--- config.mk ---
export PLATFORM = sky130hd
export DESIGN_NAME = spi_rx_master
export DESIGN_NICKNAME = d
export VERILOG_FILES = /design/src/rtl/spi_rx_pkg.sv /design/src/rtl/sync2.sv /design/src/rtl/spi_rx_master.sv
export SDC_FILE = /design/constraint.sdc
export NUM_CORES = 1
export LEC_CHECK = 0
export CAP_MARGIN = 20
export CELL_PAD_IN_SITES_DETAIL_PLACEMENT = 0
export CELL_PAD_IN_SITES_GLOBAL_PLACEMENT = 1
export CORE_MARGIN = 4
export CORE_UTILIZATION = 50
export DETAILED_ROUTE_END_ITERATION = 10
export DONT_BUFFER_PORTS = 1
export HOLD_SLACK_MARGIN = 0.12
export PLACE_DENSITY = 0.85
export REMOVE_ABC_BUFFERS = 1
export SETUP_SLACK_MARGIN = 0.02
export SLEW_MARGIN = 40
export SYNTH_ARGS = -nofsm -noshare
export SYNTH_HDL_FRONTEND = slang
export SYNTH_HIERARCHICAL = 1
export SYNTH_SLANG_ARGS = --single-unit
--- constraint.sdc ---
create_clock -name clk -period 2.55 [get_ports clk]
set_input_delay 0.765 -clock clk [delete_from_list [all_inputs] [get_ports clk]]
set_output_delay 0.765 -clock clk [all_outputs]
set_load 0.05 [all_outputs]
--- src/rtl/spi_rx_pkg.sv ---
// Shared types and sizing helpers for the read-only SPI frame master.
package spi_rx_pkg;

  typedef enum logic [1:0] {
    IDLE  = 2'd0,
    SETUP = 2'd1,
    SHIFT = 2'd2,
    HOLD  = 2'd3
  } spi_rx_state_t;

  localparam int FRAME_BITS = 32;
  localparam int BIT_W      = $clog2(FRAME_BITS);

  // Counter holds (N-1) for the largest wait N, so clog2(N) bits suffice.
  function automatic int cnt_bits(input int clk_div, input int cs_setup, input int cs_hold);
    int m;
    m = clk_div;
    if (cs_setup > m) m = cs_setup;
    if (cs_hold > m)  m = cs_hold;
    return (m <= 2) ? 1 : $clog2(m);
  endfunction

  localparam int CNT_W = cnt_bits(4, 2, 2);

endpackage

--- src/rtl/sync2.sv ---
// Two-flop synchronizer for a single asynchronous input; resets to 0.
module sync2 (
  input  logic clk,
  input  logic rst,
  input  logic d_i,
  output logic q_o
);

  logic meta_q;
  logic sync_q;

  always_ff @(posedge clk or negedge rst) begin
    if (!rst) begin
      meta_q <= 1'b0;
      sync_q <= 1'b0;
    end else begin
      meta_q <= d_i;
      sync_q <= meta_q;
    end
  end

  assign q_o = sync_q;

endmodule

--- src/rtl/spi_rx_master.sv ---
// Read-only SPI master: on request, clocks one 32-bit MSB-first frame in from
// a thermocouple converter and presents it with a one-cycle done pulse.
module spi_rx_master
  import spi_rx_pkg::*;
#(
  parameter int CLK_DIV  = 4,
  parameter int CS_SETUP = 2,
  parameter int CS_HOLD  = 2
) (
  input  logic                  clk,
  input  logic                  rst,
  input  logic                  spi_ena,
  input  logic                  miso,
  output logic                  sclk,
  output logic                  cs_n,
  output logic                  spi_not_busy,
  output logic [FRAME_BITS-1:0] spi_rx_data,
  output logic                  rx_done
);

  localparam int                CTR_W      = cnt_bits(CLK_DIV, CS_SETUP, CS_HOLD);
  localparam logic [CTR_W-1:0]  HALF_LOAD  = CTR_W'(CLK_DIV - 1);
  localparam logic [CTR_W-1:0]  SETUP_LOAD = CTR_W'(CS_SETUP - 1);
  localparam logic [CTR_W-1:0]  HOLD_LOAD  = CTR_W'(CS_HOLD - 1);
  localparam logic [BIT_W-1:0]  LAST_BIT   = BIT_W'(FRAME_BITS - 1);

  spi_rx_state_t         state_q, state_d;
  logic [CTR_W-1:0]      cnt_q, cnt_d;
  logic [BIT_W-1:0]      bit_q, bit_d;
  logic [FRAME_BITS-1:0] shift_q, shift_d;
  logic [FRAME_BITS-1:0] data_q, data_d;
  logic                  done_q, done_d;
  logic                  sclk_q, sclk_d;
  logic                  cs_n_q, cs_n_d;
  logic                  idle_q, idle_d;
  logic                  miso_s;

  sync2 u_miso_sync (
    .clk (clk),
    .rst (rst),
    .d_i (miso),
    .q_o (miso_s)
  );

  // NOTE: every register here is a plain flop (no RAM), so all of them take the
  // async reset; that is what makes a mid-frame reset drop cs_n/sclk at once.
  always_ff @(posedge clk or negedge rst) begin
    if (!rst) begin
      state_q <= IDLE;
      cnt_q   <= '0;
      bit_q   <= '0;
      shift_q <= '0;
      data_q  <= '0;
      done_q  <= 1'b0;
      sclk_q  <= 1'b0;
      cs_n_q  <= 1'b1;
      idle_q  <= 1'b1;
    end else begin
      // NOTE: non-blocking so every flop samples the pre-edge value of the others.
      state_q <= state_d;
      cnt_q   <= cnt_d;
      bit_q   <= bit_d;
      shift_q <= shift_d;
      data_q  <= data_d;
      done_q  <= done_d;
      sclk_q  <= sclk_d;
      cs_n_q  <= cs_n_d;
      idle_q  <= idle_d;
    end
  end

  always_comb begin
    // NOTE: hold-by-default assignments first, so no path leaves a latch behind.
    state_d = state_q;
    cnt_d   = cnt_q;
    bit_d   = bit_q;
    shift_d = shift_q;
    data_d  = data_q;
    done_d  = 1'b0;
    sclk_d  = sclk_q;

    case (state_q)
      IDLE: begin
        sclk_d = 1'b0;
        if (spi_ena) begin
          state_d = SETUP;
          cnt_d   = SETUP_LOAD;
        end
      end

      SETUP: begin
        sclk_d = 1'b0;
        if (cnt_q == '0) begin
          state_d = SHIFT;
          cnt_d   = HALF_LOAD;
          bit_d   = LAST_BIT;
        end else begin
          cnt_d = cnt_q - 1'b1;
        end
      end

      SHIFT: begin
        if (cnt_q != '0) begin
          cnt_d = cnt_q - 1'b1;
        end else if (!sclk_q) begin
          sclk_d = 1'b1;
          cnt_d  = HALF_LOAD;
        end else begin
          // Last cycle of the high phase: sample, then fall or finish.
          shift_d = {shift_q[FRAME_BITS-2:0], miso_s};
          sclk_d  = 1'b0;
          if (bit_q == '0) begin
            state_d = HOLD;
            cnt_d   = HOLD_LOAD;
            data_d  = shift_d;
            done_d  = 1'b1;
          end else begin
            bit_d = bit_q - 1'b1;
            cnt_d = HALF_LOAD;
          end
        end
      end

      HOLD: begin
        sclk_d = 1'b0;
        if (cnt_q == '0) begin
          state_d = IDLE;
        end else begin
          cnt_d = cnt_q - 1'b1;
        end
      end

      default: begin
        state_d = IDLE;
        sclk_d  = 1'b0;
      end
    endcase
  end

  // Pin-level outputs are registered from the next state.
  assign cs_n_d = !((state_d == SETUP) || (state_d == SHIFT));
  assign idle_d = (state_d == IDLE);

  assign sclk         = sclk_q;
  assign cs_n         = cs_n_q;
  assign spi_not_busy = idle_q;
  assign spi_rx_data  = data_q;
  assign rx_done      = done_q;

endmodule
== Word level (Yosys, flattened, before mapping) ==
Index checks and enable logic that the tools add are counted.

* Add/sub/neg operators: 2
* Equality and inequality tests: 11
* Multiplexer cells: 26
* Bitwise gates (word level): 1
* Reductions and logical operators: 13

{| class="wikitable"
|+ Operators with widths
! cell !! number
|-
| 2-to-1 mux 2 bit || 12
|-
| 2-to-1 mux 5 bit || 4
|-
| one-hot mux 2 bit (4 select lines) || 2
|-
| != test 2 bit, second input constant || 6
|-
| one-hot mux 5 bit (2 select lines) || 1
|-
| equality test 2 bit, second input constant || 3
|-
| zero test 2 bit || 3
|-
| 2-to-1 mux 1 bit || 6
|-
| zero test 5 bit || 1
|-
| AND reduction 5 bit || 1
|-
| subtractor 5 x 1 -> 5 bit, second input constant || 1
|-
| equality test 2 x 1 -> 1 bit, second input constant || 2
|-
| AND reduction 4 bit || 1
|-
| nonzero test 2 bit || 2
|-
| AND reduction 3 bit || 1
|-
| OR reduction 3 bit || 1
|-
| one-hot mux 1 bit (2 select lines) || 1
|-
| AND reduction 2 bit || 1
|-
| subtractor 2 x 1 -> 2 bit, second input constant || 1
|-
| zero test 1 bit || 1
|-
| logical OR 1 bit || 1
|-
| inverter 1 bit || 1
|}

* Register bits after elaboration: 78

== Depth between registers and ports, before layout ==
* Depth after elaboration: 8
* Gate-level depth with buffers: 9
* Gate-level depth less buffers: 7

== Modules after synthesis ==
Netlist, hierarchy kept.

{| class="wikitable"
|+ By module, submodules not included
! module !! instances !! cells an instance !! area an instance (um^2) !! sequential area each (um^2)
|-
| spi_rx_master || 1 || 265 || 3120.5 || 1904.3
|-
| sync2 || 1 || 2 || 50.0 || 50.0
|}

== Least setup slack after synthesis ==
Ideal clock, no wire load.

* Path type: reg2reg
* Start: reg sclk_q (netlist: sclk)
* End: reg cs_n_q (netlist: cs_n)
* Library setup time: 0.058 ns
* Data arrival time: 1.762 ns
* Slack: 0.730 ns
* Cell stages (with the launch flop): 7
* Path buffers: 1
* Cells stage by stage: dfrtp_1 and4b_2 nand2_4 buf_6 and2_1 ha_1 inv_1

* Longest elaborated chain between the ends: 6
* Elaborated cells between the ends (all ways): 7

{| class="wikitable"
|+ Ends and longest elaborated chain
! item !! line !! RTL
|-
| from (decl) || spi_rx_master.sv:33 || <nowiki>logic sclk_q, sclk_d;</nowiki>
|-
| from (signal assigned) || spi_rx_master.sv:66 || <nowiki>sclk_q <= sclk_d;</nowiki>
|-
| 2-to-1 mux 2 bit (*) || spi_rx_master.sv:105 || <nowiki>end else if (!sclk_q) begin</nowiki>
|-
| 2-to-1 mux 2 bit (*) || spi_rx_master.sv:103 || <nowiki>if (cnt_q != '0) begin</nowiki>
|-
| one-hot mux 2 bit (4 select lines) (*) || spi_rx_master.sv:82 || <nowiki>case (state_q)</nowiki>
|-
| equality test 2 x 1 -> 1 bit or equality test 2 bit (tied branches) || spi_rx_master.sv:141 || <nowiki>assign cs_n_d = !((state_d == SETUP) || (state_d == SHIFT));</nowiki>
|-
| logical OR 1 bit (*) || spi_rx_master.sv:141 ||
|-
| zero test 1 bit (*) || spi_rx_master.sv:141 ||
|-
| named net cs_n_d || spi_rx_master.sv:34 || <nowiki>logic cs_n_q, cs_n_d;</nowiki>
|-
| to (signal assigned) || spi_rx_master.sv:67 || <nowiki>cs_n_q <= cs_n_d;</nowiki>
|-
| to (decl) || spi_rx_master.sv:34 ||
|}

The timed path passes the listed nets; every way through them passes the cells marked *.
A chain may end at the register's enable or synchronous reset.

== Final worst setup path ==
* Start: reg cnt_q[0]
* End: reg bit_q[4]

* Longest elaborated chain between the ends: 3
* Elaborated cells between the ends (all ways): 5

{| class="wikitable"
|+ Ends and longest elaborated chain
! item !! line !! RTL
|-
| from (decl) || spi_rx_master.sv:28 || <nowiki>logic [CTR_W-1:0] cnt_q, cnt_d;</nowiki>
|-
| from (signal assigned) || spi_rx_master.sv:61 || <nowiki>cnt_q <= cnt_d;</nowiki>
|-
| zero test 2 bit or nonzero test 2 bit (tied branches) || spi_rx_master.sv:93, spi_rx_master.sv:103 ||
|-
| != test 2 bit (no source line) || - ||
|-
| AND reduction 5 bit (no source line) (*) || - ||
|-
| to (signal assigned) || spi_rx_master.sv:62 || <nowiki>bit_q <= bit_d;</nowiki>
|-
| to (decl) || spi_rx_master.sv:29 || <nowiki>logic [BIT_W-1:0] bit_q, bit_d;</nowiki>
|}

Every way passes the cells marked *; elsewhere a longest branch is shown, timed or not.

==> impl_metrics.json <==
{
  "grt_usage_pct": 16.0,
  "antenna_found_initial": 0,
  "die_area_sq_um": 7680,
  "io-pin-count": 40,
  "relSlewSlack_pct": 66.4,
  "synth-seq-cells": 78,
  "cap_violations": 0,
  "gp_congestion": 0.754,
  "peakVddDrop_uv": 356,
  "post-place-ws_ns": 0.401,
  "syn_to_final_growth_pct": 9.19,
  "drt-initial-drc-count": 140,
  "clock.fmax_mhz": 465,
  "dr.pass1.iters": 4,
  "grt_max_degree": 77,
  "cp-end-kind": "flip-flop",
  "cts_buffer_depth": 2,
  "antenna_left": 0,
  "internal_power_mw": 1.75,
  "die_x_um": 87.6,
  "place_area_sq_um": 3230,
  "cts_tree": "built",
  "pwr-share-comb_pct": 1.3,
  "hold_viol_final": 0,
  "drc": 0,
  "start_kind": "flip-flop",
  "die_h_um": 87.6,
  "synth_top_area_cell": "dfrtp_1",
  "min_period_ns": 2.15,
  "cts-root-buf": "clkbuf_8",
  "syn_inst": 267,
  "hpwl_um": 3380,
  "cp_data_required_time_ns": 2.79,
  "clock-sinks": 78,
  "fill_cells": 513,
  "num_vias": 1852,
  "p_clk_share_pct": 42.6,
  "swShare_pct": 21.1,
  "rsz0062_at_grt": "false",
  "setup-tns-final_ns": 0,
  "wire_per_inst_um": 15.3,
  "p_total_mw": 2.22,
  "synth_area_sq_um": 3170,
  "hold_path.class": "in2async",
  "rows": 28,
  "synthTopCellsByArea": "dfrtp_1 (60%), nand2_1 (11%), mux2_4 (8.5%)",
  "worstPathArrival_ns": 2.39,
  "synthArstFlopShare_pct": 100,
  "yosys.area.top_type_share_pct": 60.0,
  "port_buffers": 0,
  "tightest_slew_ns": 0.504,
  "viasPerCell": 5.28,
  "regArea_sq_um": 1950,
  "cts_buffers": 9,
  "clk_pin_slew_worst_paths_ns": 0.08,
  "synth_flop_cell": "dfrtp_1",
  "cts_resized": 0,
  "wirelength_um": 5350,
  "path_class": "reg2reg",
  "grt_pass1_vias": 1954,
  "instances_no_fill": 351,
  "p_sw_uw": 468,
  "post-route-period-util_pct": 84.4,
  "dp_cells": 334,
  "fin_nets": 279,
  "core_area_sq_um": 6030,
  "grt_pass1_wl_um": 9280,
  "htreeDepth": 3,
  "hold_buffers": 1,
  "p_seq_share_pct": 56.1,
  "diodes": 0,
  "grt-ovfl-total": 0,
  "status": "finished clean",
  "power_per_cell_area_nw_per_um2": 642,
  "path_max_fanout": 30,
  "drive_gt1_share_pct": 22.1,
  "multi_input_area_sq_um": 1120,
  "yosysWarnings": 6,
  "seq_area_frac_synth_pct": 61.6,
  "syn_avg_cell_area_sq_um": 11.9,
  "start_util_pct": 52.6,
  "postLayoutSetupSlackWorst_ns": 0.398,
  "synth_edf_count": 0,
  "maxSlewViolCount": 0,
  "finalClockSkew_ns": 0.00648,
  "post-cts-setup-buffers": 0,
  "design_area_sq_um": 3460,
  "clk_latency_ns": 0.35,
  "setup_violations": 0,
  "power_leakage_nw": 1.86,
  "synth.distinct_cells": 38
}
[cell usage after synthesis, types with 3 or more instances]
cell,instances
ha_1,4
dfrtp_1,76
nand2_1,96
buf_2,6
o21ai_0,3
a31oi_1,3
mux2_2,14
clkbuf_1,4
mux2_4,18
inv_1,7
[power groups by stage]
stage	clock network [mW]	logic [mW]	registers (mW)
after CTS	0.980	0.0320	1.25
after global placement	0	0.00345	1.27
final	0.946	0.0296	1.25
after floorplan	0	0.00325	1.27
after detailed placement	0	0.00373	1.27
after global routing	1.03	0.0361	1.25
[placed cells by master (no fill, tap or decap), types with 2 or more instances in the layout]
cell and instances:
a31oi_1 3, and2_1 2, buf_4 4, clkbuf_8 11, clkinv_2 2, dfrtp_1 76
dfstp_2 2, ha_1 4, inv_1 7, mux2_2 14, mux2_4 18, nand2_1 96
nor2_1 2, nor2b_1 2, nor3_1 2, o21ai_0 3, o22ai_1 2, xor2_1 2
[layout make-up]
cell class | count | share of cell area [%]
Sequential cell | 78 | 56.5
Multi-Input combinational cell | 169 | 32.3
Clock buffer | 11 | 4.37
Tap cell | 75 | 2.71
Timing Repair Buffer | 5 | 1.66
Clock inverter | 5 | 1.63
Inverter | 8 | 0.867
[stage by stage]
| stage | utilization (%) | hold WS (ns) |
|---|---|---|
| final | 57.5 | 0.254 |
| after global routing | 57.5 | 0.230 |
| after CTS | 57.5 | 0.234 |
| after detailed placement | 53.6 | 0.335 |
| after global placement | 53.6 | 0.334 |
| after floorplan | - | 0.331 |
[kinds of logic after synthesis]
family | Yosys count | share of synthesized area [%]
XOR/XNOR | 2 | 0.553
flip-flops | 78 | 61.6
AO/OA/AOI/OAI | 18 | 4.03
adder cells (fa/ha/maj) | 4 | 1.58
AND/OR/NAND/NOR | 113 | 15.6
buffers and inverters | 20 | 3.08
multiplexers | 32 | 13.5
[critical path, cell delays in order, from the launching register on]
cell	delay [ns]
dfrtp_1	0.39
inv_1	0.06
ha_1	0.34
and4b_2	0.44
buf_4	0.35
a21boi_0	0.14
a311o_1	0.32
[layer usage]
metal  vias up  track usage (%)  part of all wire (%)
met1       913             20.4                    46
met4         0             9.21                   2.7
met2        36             24.3                    46
li1        889                -                     -
met3        14             4.52                   5.1
met5         -                0                     0
[path summary, 6_finish.rpt]
| path | startpoint | to | slack, ns | depth (start not counted) |
|---|---|---|---|---|
| max in group asynchronous | rst | spi_rx_data[31]$_DFFE_PN0P_ | 1.95 | 1 |
| setup / recovery | cnt_q[0]$_DFFE_PN0P_ | bit_q[4]$_DFFE_PN0P_ | 0.40 | 6 |
| setup reg to reg | cnt_q[0]$_DFFE_PN0P_ | bit_q[4]$_DFFE_PN0P_ | 0.40 | 6 |
| min in group clk | u_miso_sync/meta_q$_DFF_PN0_ | u_miso_sync/q_o$_DFF_PN0_ | 0.35 | 0 |
| hold reg to reg | u_miso_sync/meta_q$_DFF_PN0_ | u_miso_sync/q_o$_DFF_PN0_ | 0.35 | 0 |
| hold / removal | rst | cs_n$_DFF_PN1_ | 0.25 | 0 |
[registers in the layout (all words and copies together), names as in the netlist]
name	cells
spi_rx_data	32
u_miso_sync/meta_q	1
spi_not_busy	1
bit_q	5
sclk	1
rx_done	1
u_miso_sync/q_o	1
cnt_q	2
shift_q	31
state_q	2
cs_n	1
No activity file was read; power rests on OpenSTA's default activity.
